--- src/rtl/wasm_immediate_fetch_pkg.sv ---
// Shared definitions for the immediate fetch unit: immediate kind codes,
// byte limits per kind and the FSM state encoding.
package wasm_immediate_fetch_pkg;

    // Immediate kind codes as presented on i_kind; 6 and 7 are illegal.
    localparam logic [2:0] IMM_FIX32  = 3'd0;
    localparam logic [2:0] IMM_FIX64  = 3'd1;
    localparam logic [2:0] IMM_ULEB32 = 3'd2;
    localparam logic [2:0] IMM_SLEB32 = 3'd3;
    localparam logic [2:0] IMM_ULEB64 = 3'd4;
    localparam logic [2:0] IMM_SLEB64 = 3'd5;

    // Byte counts: fixed widths and maximum LEB128 encodings.
    localparam logic [3:0] FIX32_BYTES     = 4'd4;
    localparam logic [3:0] FIX64_BYTES     = 4'd8;
    localparam logic [3:0] LEB32_MAX_BYTES = 4'd5;
    localparam logic [3:0] LEB64_MAX_BYTES = 4'd10;

    typedef enum logic [1:0] {
        StIdle  = 2'd0,
        StPrime = 2'd1,
        StAccum = 2'd2,
        StDone  = 2'd3
    } fetch_state_e;

endpackage

--- src/rtl/leb128_sign_extend.sv ---
// Sign-extends an accumulated LEB128 payload.
//   i_raw    : payload bits assembled 7 per byte, byte 0 in bits [6:0]
//   i_count  : number of bytes consumed (1..10)
//   i_is64   : 1 = extend to bit 63, 0 = extend to bit 31 and clear [63:32]
//   o_value  : sign-extended result
// Purely combinational; also used by the decoder for block-type immediates.
module leb128_sign_extend (
    input  logic [63:0] i_raw,
    input  logic [3:0]  i_count,
    input  logic        i_is64,
    output logic [63:0] o_value
);

    logic [6:0] w_msb;
    logic [6:0] w_width;
    logic       w_extend;
    logic       w_sign;

    always_comb begin
        // Sign bit sits at 7n-1; count 0 wraps to 127 and disables extension.
        w_msb    = ({3'b000, i_count} << 3) - {3'b000, i_count} - 7'd1;
        w_width  = i_is64 ? 7'd64 : 7'd32;
        // If the encoding already covers the full width there is nothing to extend.
        w_extend = (w_msb < (w_width - 7'd1));
        w_sign   = w_extend ? i_raw[w_msb[5:0]] : 1'b0;
        o_value  = '0;
        for (int i = 0; i < 64; i++) begin
            if (i < int'(w_width)) begin
                if (w_extend && (i > int'(w_msb))) begin
                    o_value[i] = w_sign;
                end else begin
                    o_value[i] = i_raw[i];
                end
            end
        end
    end

endmodule

--- src/rtl/wasm_immediate_fetch.sv ---
// Walks program ROM bytes and assembles a fixed-width or LEB128 immediate.
//   i_clk/i_rst_n  : clock, asynchronous active-low reset
//   i_start        : begin fetch (sampled only when idle) with i_kind, i_start_addr
//   o_rom_addr     : ROM byte address; i_rom_data returns it one cycle later
//   o_busy         : fetch in progress
//   o_done         : one-cycle pulse; o_value, o_next_addr, o_malformed valid
//   o_value        : assembled 64-bit immediate
//   o_next_addr    : start address plus bytes consumed
//   o_malformed    : overlong LEB128 or illegal kind
module wasm_immediate_fetch
    import wasm_immediate_fetch_pkg::*;
#(
    parameter int unsigned ADDR_WIDTH = 32
) (
    input  logic                  i_clk,
    input  logic                  i_rst_n,
    input  logic                  i_start,
    input  logic [2:0]            i_kind,
    input  logic [ADDR_WIDTH-1:0] i_start_addr,
    output logic [ADDR_WIDTH-1:0] o_rom_addr,
    input  logic [7:0]            i_rom_data,
    output logic                  o_busy,
    output logic                  o_done,
    output logic [63:0]           o_value,
    output logic [ADDR_WIDTH-1:0] o_next_addr,
    output logic                  o_malformed
);

    localparam logic [ADDR_WIDTH-1:0] ADDR_ONE = ADDR_WIDTH'(1);

    fetch_state_e          r_state, w_state_next;
    logic [2:0]            r_kind;
    logic [ADDR_WIDTH-1:0] r_start_addr;
    logic [ADDR_WIDTH-1:0] r_rom_addr;
    logic [3:0]            r_cnt;
    logic [63:0]           r_acc;
    logic [63:0]           r_value;
    logic [ADDR_WIDTH-1:0] r_next_addr;
    logic                  r_malformed;

    logic        w_legal, w_is_fix, w_is64, w_signed, w_uleb32;
    logic [3:0]  w_limit, w_count;
    logic        w_last_byte, w_term, w_overlong;
    logic [6:0]  w_shift8, w_shift7;
    logic [63:0] w_acc_next, w_sext, w_final;

    always_comb begin
        w_legal  = (r_kind <= IMM_SLEB64);
        w_is_fix = (r_kind == IMM_FIX32) || (r_kind == IMM_FIX64);
        w_is64   = (r_kind == IMM_FIX64) || (r_kind == IMM_ULEB64) || (r_kind == IMM_SLEB64);
        w_signed = (r_kind == IMM_SLEB32) || (r_kind == IMM_SLEB64);
        w_uleb32 = (r_kind == IMM_ULEB32);
        if (w_is_fix) begin
            w_limit = w_is64 ? FIX64_BYTES : FIX32_BYTES;
        end else begin
            w_limit = w_is64 ? LEB64_MAX_BYTES : LEB32_MAX_BYTES;
        end
        w_count     = r_cnt + 4'd1;
        w_last_byte = (w_count == w_limit);
        w_term      = w_is_fix ? w_last_byte : (!i_rom_data[7] || w_last_byte);
        w_overlong  = !w_is_fix && i_rom_data[7] && w_last_byte;
        w_shift8    = {r_cnt, 3'b000};
        w_shift7    = w_shift8 - {3'b000, r_cnt};
        // Payload bits shifted past bit 63 (10th LEB byte) are dropped unchecked.
        if (w_is_fix) begin
            w_acc_next = r_acc | ({56'd0, i_rom_data} << w_shift8);
        end else begin
            w_acc_next = r_acc | ({57'd0, i_rom_data[6:0]} << w_shift7);
        end
    end

    leb128_sign_extend u_sign_extend (
        .i_raw   (w_acc_next),
        .i_count (w_count),
        .i_is64  (w_is64),
        .o_value (w_sext)
    );

    always_comb begin
        if (w_overlong) begin
            w_final = '0;
        end else if (w_is_fix) begin
            w_final = w_acc_next;
        end else if (w_signed) begin
            w_final = w_sext;
        end else if (w_uleb32) begin
            w_final = {32'd0, w_acc_next[31:0]};
        end else begin
            w_final = w_acc_next;
        end
    end

    // Next-state logic.
    always_comb begin
        w_state_next = r_state;
        unique case (r_state)
            StIdle:  if (i_start) w_state_next = StPrime;
            StPrime: w_state_next = w_legal ? StAccum : StDone;
            StAccum: if (w_term) w_state_next = StDone;
            StDone:  w_state_next = StIdle;
            default: w_state_next = StIdle;
        endcase
    end

    always_ff @(posedge i_clk or negedge i_rst_n) begin
        if (!i_rst_n) begin
            r_state <= StIdle;
        end else begin
            r_state <= w_state_next;
        end
    end

    always_ff @(posedge i_clk or negedge i_rst_n) begin
        if (!i_rst_n) begin
            r_kind       <= '0;
            r_start_addr <= '0;
            r_rom_addr   <= '0;
            r_cnt        <= '0;
            r_acc        <= '0;
            r_value      <= '0;
            r_next_addr  <= '0;
            r_malformed  <= 1'b0;
        end else begin
            unique case (r_state)
                StIdle: begin
                    if (i_start) begin
                        r_kind       <= i_kind;
                        r_start_addr <= i_start_addr;
                        r_rom_addr   <= i_start_addr;
                        r_cnt        <= '0;
                        r_acc        <= '0;
                    end
                end
                StPrime: begin
                    r_rom_addr <= r_rom_addr + ADDR_ONE;
                    if (!w_legal) begin
                        r_value     <= '0;
                        r_malformed <= 1'b1;
                        r_next_addr <= r_start_addr;
                    end
                end
                StAccum: begin
                    // Address runs one byte ahead; the extra read is simply discarded.
                    r_rom_addr <= r_rom_addr + ADDR_ONE;
                    r_cnt      <= w_count;
                    r_acc      <= w_acc_next;
                    if (w_term) begin
                        r_value     <= w_final;
                        r_malformed <= w_overlong;
                        r_next_addr <= r_start_addr + {{(ADDR_WIDTH-4){1'b0}}, w_count};
                    end
                end
                default: ;
            endcase
        end
    end

    assign o_rom_addr  = r_rom_addr;
    assign o_busy      = (r_state == StPrime) || (r_state == StAccum);
    assign o_done      = (r_state == StDone);
    assign o_value     = r_value;
    assign o_next_addr = r_next_addr;
    assign o_malformed = r_malformed;

endmodule

--- config.mk ---
export PLATFORM = sky130hd
export DESIGN_NAME = wasm_immediate_fetch
export DESIGN_NICKNAME = d
export VERILOG_FILES = /design/src/rtl/wasm_immediate_fetch_pkg.sv /design/src/rtl/leb128_sign_extend.sv /design/src/rtl/wasm_immediate_fetch.sv
export SDC_FILE = /design/constraint.sdc
export NUM_CORES = 1
export LEC_CHECK = 0
export ABC_AREA = 1
export CAP_MARGIN = 20
export CELL_PAD_IN_SITES_DETAIL_PLACEMENT = 0
export CELL_PAD_IN_SITES_GLOBAL_PLACEMENT = 1
export CORE_UTILIZATION = 30
export CTS_CLUSTER_SIZE = 28
export DETAILED_ROUTE_END_ITERATION = 16
export PLACE_DENSITY_LB_ADDON = 0.1
export RECOVER_POWER = 25
export SYNTH_ARGS = -nofsm -noshare
export SYNTH_HDL_FRONTEND = slang
export SYNTH_SLANG_ARGS = --single-unit
--- constraint.sdc ---
create_clock -name i_clk -period 5.6 [get_ports i_clk]
set_input_delay 1.12 -clock i_clk [delete_from_list [all_inputs] [get_ports i_clk]]
set_output_delay 1.12 -clock i_clk [all_outputs]
set_load 0.02 [all_outputs]
# Yosys cells after proc, flatten, opt, wreduce, memory -nomap -nowiden
# Cells that the tools add are included.
totals:
  inputBits: 46
  register_bits: 234
classes:
  n_shift: 2
  add_sub_neg: 7
  order_cmp: 130
  reduce_logical: 84
  n_mux: 159
  eq_ne: 12
  bitwise_logic: 2
op_table:
  columns: ["cell", "n"]
  rows:
  - ["64-bit two-way mux", 8]
  - ["64-bit case mux with 2 select lines", 2]
  - ["6-bit by 7-bit greater-than comparator with 1-bit output, first input constant", 32]
  - ["6-bit by 7-bit less-than comparator with 1-bit output, first input constant", 32]
  - ["1-bit two-way mux", 133]
  - ["64-bit bitwise OR", 2]
  - ["32-bit case mux with 2 select lines", 2]
  - ["5-bit by 7-bit greater-than comparator with 1-bit output, first input constant", 16]
  - ["5-bit by 7-bit less-than comparator with 1-bit output, first input constant", 16]
  - ["32-bit two-way mux", 3]
  - ["1-bit logical AND", 65]
  - ["7-bit by 7-bit left shift with 64-bit output", 1]
  - ["8-bit by 7-bit left shift with 64-bit output", 1]
  - ["4-bit by 7-bit greater-than comparator with 1-bit output, first input constant", 8]
  - ["4-bit by 7-bit less-than comparator with 1-bit output, first input constant", 8]
  - ["32-bit by 1-bit adder with 32-bit output, second input constant", 1]
  - ["32-bit by 4-bit adder with 32-bit output", 1]
  - ["3-bit by 7-bit greater-than comparator with 1-bit output, first input constant", 4]
  - ["3-bit by 7-bit less-than comparator with 1-bit output, first input constant", 4]
  - ["4-bit two-way mux", 4]
  - ["2-bit by 7-bit greater-than comparator with 1-bit output, first input constant", 2]
  - ["1-bit by 7-bit less-than comparator with 1-bit output, first input constant", 2]
  - ["2-bit by 7-bit less-than comparator with 1-bit output, first input constant", 2]
  - ["7-bit by 1-bit subtractor with 7-bit output, second input constant", 2]
  - ["27 further kinds", 45]

# Longest topological paths before layout
logic_depth:
  depth_word: 14
  depth_mapped: 30
  ltp_nobuf: 25

# Hierarchy
# From an unflattened synthesis, not the netlist that was laid out.
unflattened:
  hier_cells: 2563
  hier_area_um2: 16439.5
modules_own_cells:
  columns: ["module", "cells_per_inst", "seq_area_each_um2", "n_inst", "area_each_um2"]
  rows:
  - ["wasm_immediate_fetch", 2037, 5855.6, 1, 13998.4]
  - ["leb128_sign_extend", 526, 0.0, 1, 2441.1]

# Worst setup path before layout
# OpenSTA, ideal clock, no wires.
synth_path:
  kind: "reg2reg"
  from: "register r_cnt[0]"
  to: "register r_value[24], in the netlist o_value[24]"
  path_stages_with_launch: 23
  slack_ns: 1.797
  n_path_buf: 4
  t_arrival_ns: 3.682
  required_ns: 5.479
  path_cell_list: "dfrtp_1 -> buf_4 -> inv_2 -> buf_4 -> buf_2 -> ha_1 -> inv_1 -> buf_2 -> ha_1 -> or2_1 -> nand2_2 -> inv_1 -> ha_1 -> nand2_1 -> nor2_1 -> nor3_2 -> inv_2 -> nor2_4 -> nand2_1 -> a21oi_1 -> o21ai_0 -> a31oi_1 -> o21ai_1"
synth_via:
  elab_chain_len: 14
  elab_cells_between_ends: 29
synth_rtl:
  columns: ["element", "line", "source"]
  rows:
  - ["from (decl)", "wasm_immediate_fetch.sv:35", "logic [3:0] r_cnt;"]
  - ["from (signal assigned)", "wasm_immediate_fetch.sv:145", "r_cnt <= w_count;"]
  - ["branches (longest 14 deep; another with 7-bit by 4-bit subtractor with 7-bit output)", null, null]
  - ["to (signal assigned)", "wasm_immediate_fetch.sv:148", "r_value <= w_final;"]
  - ["to (decl)", "wasm_immediate_fetch.sv:37", "logic [63:0] r_value;"]
# Several ways; the timed one is not identified. The select of a mux whose other input is x is not followed.
# A chain may end at the register's enable or synchronous reset.

# Worst setup path in the final report
# Ends and elaborated chain as after synthesis.

==> summary.txt <==
Run status
  • Status: complete, but fails checks
  • Failing checks: capacitance limit, slew limit

STA
  • Post-Route Setup TNS: 0 ns
  • RSZ-0062 raised after global routing: no
  • Max Transition Viols Final: 66
  • Relative slew margins: -1.79
  • Setup violators final: 0
  • Final Hold Viols: 0
  • Post-route clock period utilization: 0.902
  • Worst hold slack: ~0.48 ns
  • Final worst path period need: a little over 5 ns
  • Worst-margin pin slew: between 4 and 5 ns
  • Clk_skew: between 0.05 and 0.06 ns
  • Fmax achieved: between 150 and 200 MHz

Worst setup path
  • Startpoint Class: register
  • CP dominant cell by count: nand2_1
  • CP top delay family: simple AND/OR/NAND/NOR gates
  • Crit end category: register
  • Setup CP Type: reg -> reg
  • CP bufs+invs: 4
  • Critical path required time: between 6 and 7 ns
  • R2R Setup Slk: roughly 0.55 ns
  • Crit-path cells: nand2_1, o21ai_0, nand2_1, inv_1, ha_1, inv_1, ha_1, or2_1, nand2_2, inv_1, ha_1, nand2_1, nor2_1, nor3_2, inv_2, nor2_4, nand2_1, a21oi_1, o21ai_0, nand2_1, nand2_1, o21ai_1
  • Max incr delay on CP: 0.71 ns
  • Critical path peak fanout: 10
  • Crit path max-delay cell type: dfrtp_1
  • Worst EP arrival: approximately 5.6 ns

Routing
  • Routed Antenna Nets: 0
  • Iteration-0 DRC Markers: 1373
  • Drt pass-1 iters: 6
  • Post-DR wirelength/cell: around 23 um
  • Final wirelength: roughly 75 mm
  • DRC errors left: 0
  • Vias: 16910
  • Via-to-Cell Ratio: around 5.2

Global route
  • Initial antenna violation count: 3
  • First-pass GRT wire length: ~110 mm
  • Largest net degree at the start of global routing: 126
  • Gr ovfl total: 0
  • Vias in the first global route: approximately 17000
  • Tot GR Track Use: 0.279

Clock tree
  • Clk_lat worst skew: between 0.6 and 0.7 ns
  • Gates resized, CTS repair: 0
  • CTS tree: built
  • Clock-pin slew on the worst setup and hold paths: about 0.060 ns
  • Post-CTS Setup Repair Bufs: 0
  • Clk buf depth: 3
  • Htree depth: 1
  • Num CTS Buffers: 31
  • Clk sinks: between 200 and 250
  • Post-CTS Hold Fix Bufs: 0
  • Root Buffer: clkbuf_16

Flow run
  • Max-cap viol count: 1

Floorplanning
  • Starting density of the core: 0.306
  • Die area: around 0.054 sq mm
  • I/O Pins: between 150 and 200
  • Core area: 0.0516 sq mm
  • Rows: 83
  • Die height: between 200 and 250 um
  • Die X: between 200 and 250 um

Worst hold path
  • Hold/Removal Path Class: reg -> reg

Synthesis
  • Mapped cell area: roughly 0.016 sq mm
  • Seq/Total Area, Yosys: 0.371
  • Synth Warn #: 0
  • Syn Inst Count: roughly 2400
  • Synth area leader: dfrtp_1
  • Area contributors post-synth: dfrtp_1 37%, nand2_1 18%, o21ai_0 7.4%, a21oi_1 5.0%, inv_1 4.9%
  • Syn Area/Cell: 6.66 sq um
  • Synth top area share: 0.371
  • Synth cell types: 48
  • Syn Nets: 2433
  • #FFs+latches synth: 234

Final layout
  • Nets: 2585
  • Area Overhead vs Synth: 23.4%
  • Layout cells sized above 1: 0.0652
  • Final Cell Area: between 0.015 and 0.02 sq mm

Placed design
  • Port Buffers: 176
  • Placer Congestion: about 0.94
  • Dpl hpwl: around 56 mm
  • Post-DP Area: about 0.018 sq mm
[metrics by stage]
stage               cells   util  worst slack, ns
detailed placement   3168  0.355            0.631
CTS                  3225  0.377            0.609
floorplan            2369      -             1.80
global placement     3168  0.355            0.558
finish               3227  0.377            0.546
global route         3225  0.377            0.248
[metal layers]
metal | track usage | share of wire | routed length (um)
met2 | 0.482 | 0.49 | 36800
met1 | 0.343 | 0.42 | 31200
met5 | 0 | 0.00033 | 25
met3 | 0.0455 | 0.054 | 4040
met4 | 0.112 | 0.041 | 3090
[tightest hold or removal path: stages, from the launching register on]
cell and delay, ns:
dfrtp_1 0.34, nand2_1 0.05, nand2_1 0.05
[cell type report]
| class | instances | area, sq um |
|---|---|---|
| antenna | 2 | 5.00 |
| clock buffer | 39 | 856 |
| clock inverter | 18 | 289 |
| fill | 5657 | 32100 |
| inverter | 225 | 845 |
| multi-input combinational | 1801 | 8600 |
| sequential | 234 | 5860 |
| tap | 680 | 851 |
| timing repair buffer | 228 | 2170 |
[path summary, 6_finish.rpt]
kind                                          from                 endpoint  depth (start not counted)
setup / recovery              r_cnt[0]$_DFFE_PN0P_  o_value[24]$_DFFE_PN0P_                         22
hold / removal             o_value[38]$_DFFE_PN0P_  o_value[38]$_DFFE_PN0P_                          2
setup reg to reg              r_cnt[0]$_DFFE_PN0P_  o_value[24]$_DFFE_PN0P_                         22
hold reg to reg            o_value[38]$_DFFE_PN0P_  o_value[38]$_DFFE_PN0P_                          2
max in group asynchronous                  i_rst_n    r_acc[48]$_DFFE_PN0P_                          1
min in group asynchronous                  i_rst_n    r_acc[16]$_DFFE_PN0P_                          1
[registers in the layout, summed over array words and instances (netlist names)]
name          flops
o_malformed       1
r_state           2
r_acc            64
o_rom_addr       32
o_next_addr      32
r_cnt             4
r_start_addr     32
o_value          64
r_kind            3
[cells by family after synthesis]
logic type,synth area share
compound gates,0.180
xor+xnor,0.0294
fa+ha+maj,0.0143
buf+inv,0.0853
flops,0.371
simple gates,0.320
[synthesized netlist by cell type, drive strengths merged]
cell type / count
a21oi: 159
buf: 42
nor4: 13
a22oi: 1
o22ai: 19
ha: 18
a31oi: 30
a221oi: 1
and2: 7
nand3b: 4
nor2: 217
clkbuf: 67
or2: 4
nor3: 35
xnor2: 9
a211oi: 2
clkinv: 3
a21boi: 21
o211ai: 23
o21bai: 1
dfrtp: 234
a22o: 7
o21ai: 247
xor2: 44
nand3: 140
o21a: 2
nand4: 15
o31ai: 3
inv: 222
nand2: 779
[placed cells by master, fill, tap and decap left out, types with 13 or more instances in the layout]
cell	netlist	final
nand2_1	768	766
dfrtp_1	234	234
o21ai_0	232	231
inv_1	207	207
nor2_1	201	201
clkdlybuf4s50_1	0	175
a21oi_1	158	158
nand3_1	138	138
buf_4	11	50
xor2_1	44	44
clkbuf_16	0	31
a31oi_1	30	30
nor3_1	31	29
o211ai_1	22	22
a21boi_0	20	20
o22ai_1	19	19
ha_1	18	18
inv_2	15	15
nand4_1	15	15
o21ai_1	14	14
nor4_1	13	13
Power is left out: the tool's default activity adds up to more than one toggle a clock period on the data nets, which glitch-free logic cannot reach.
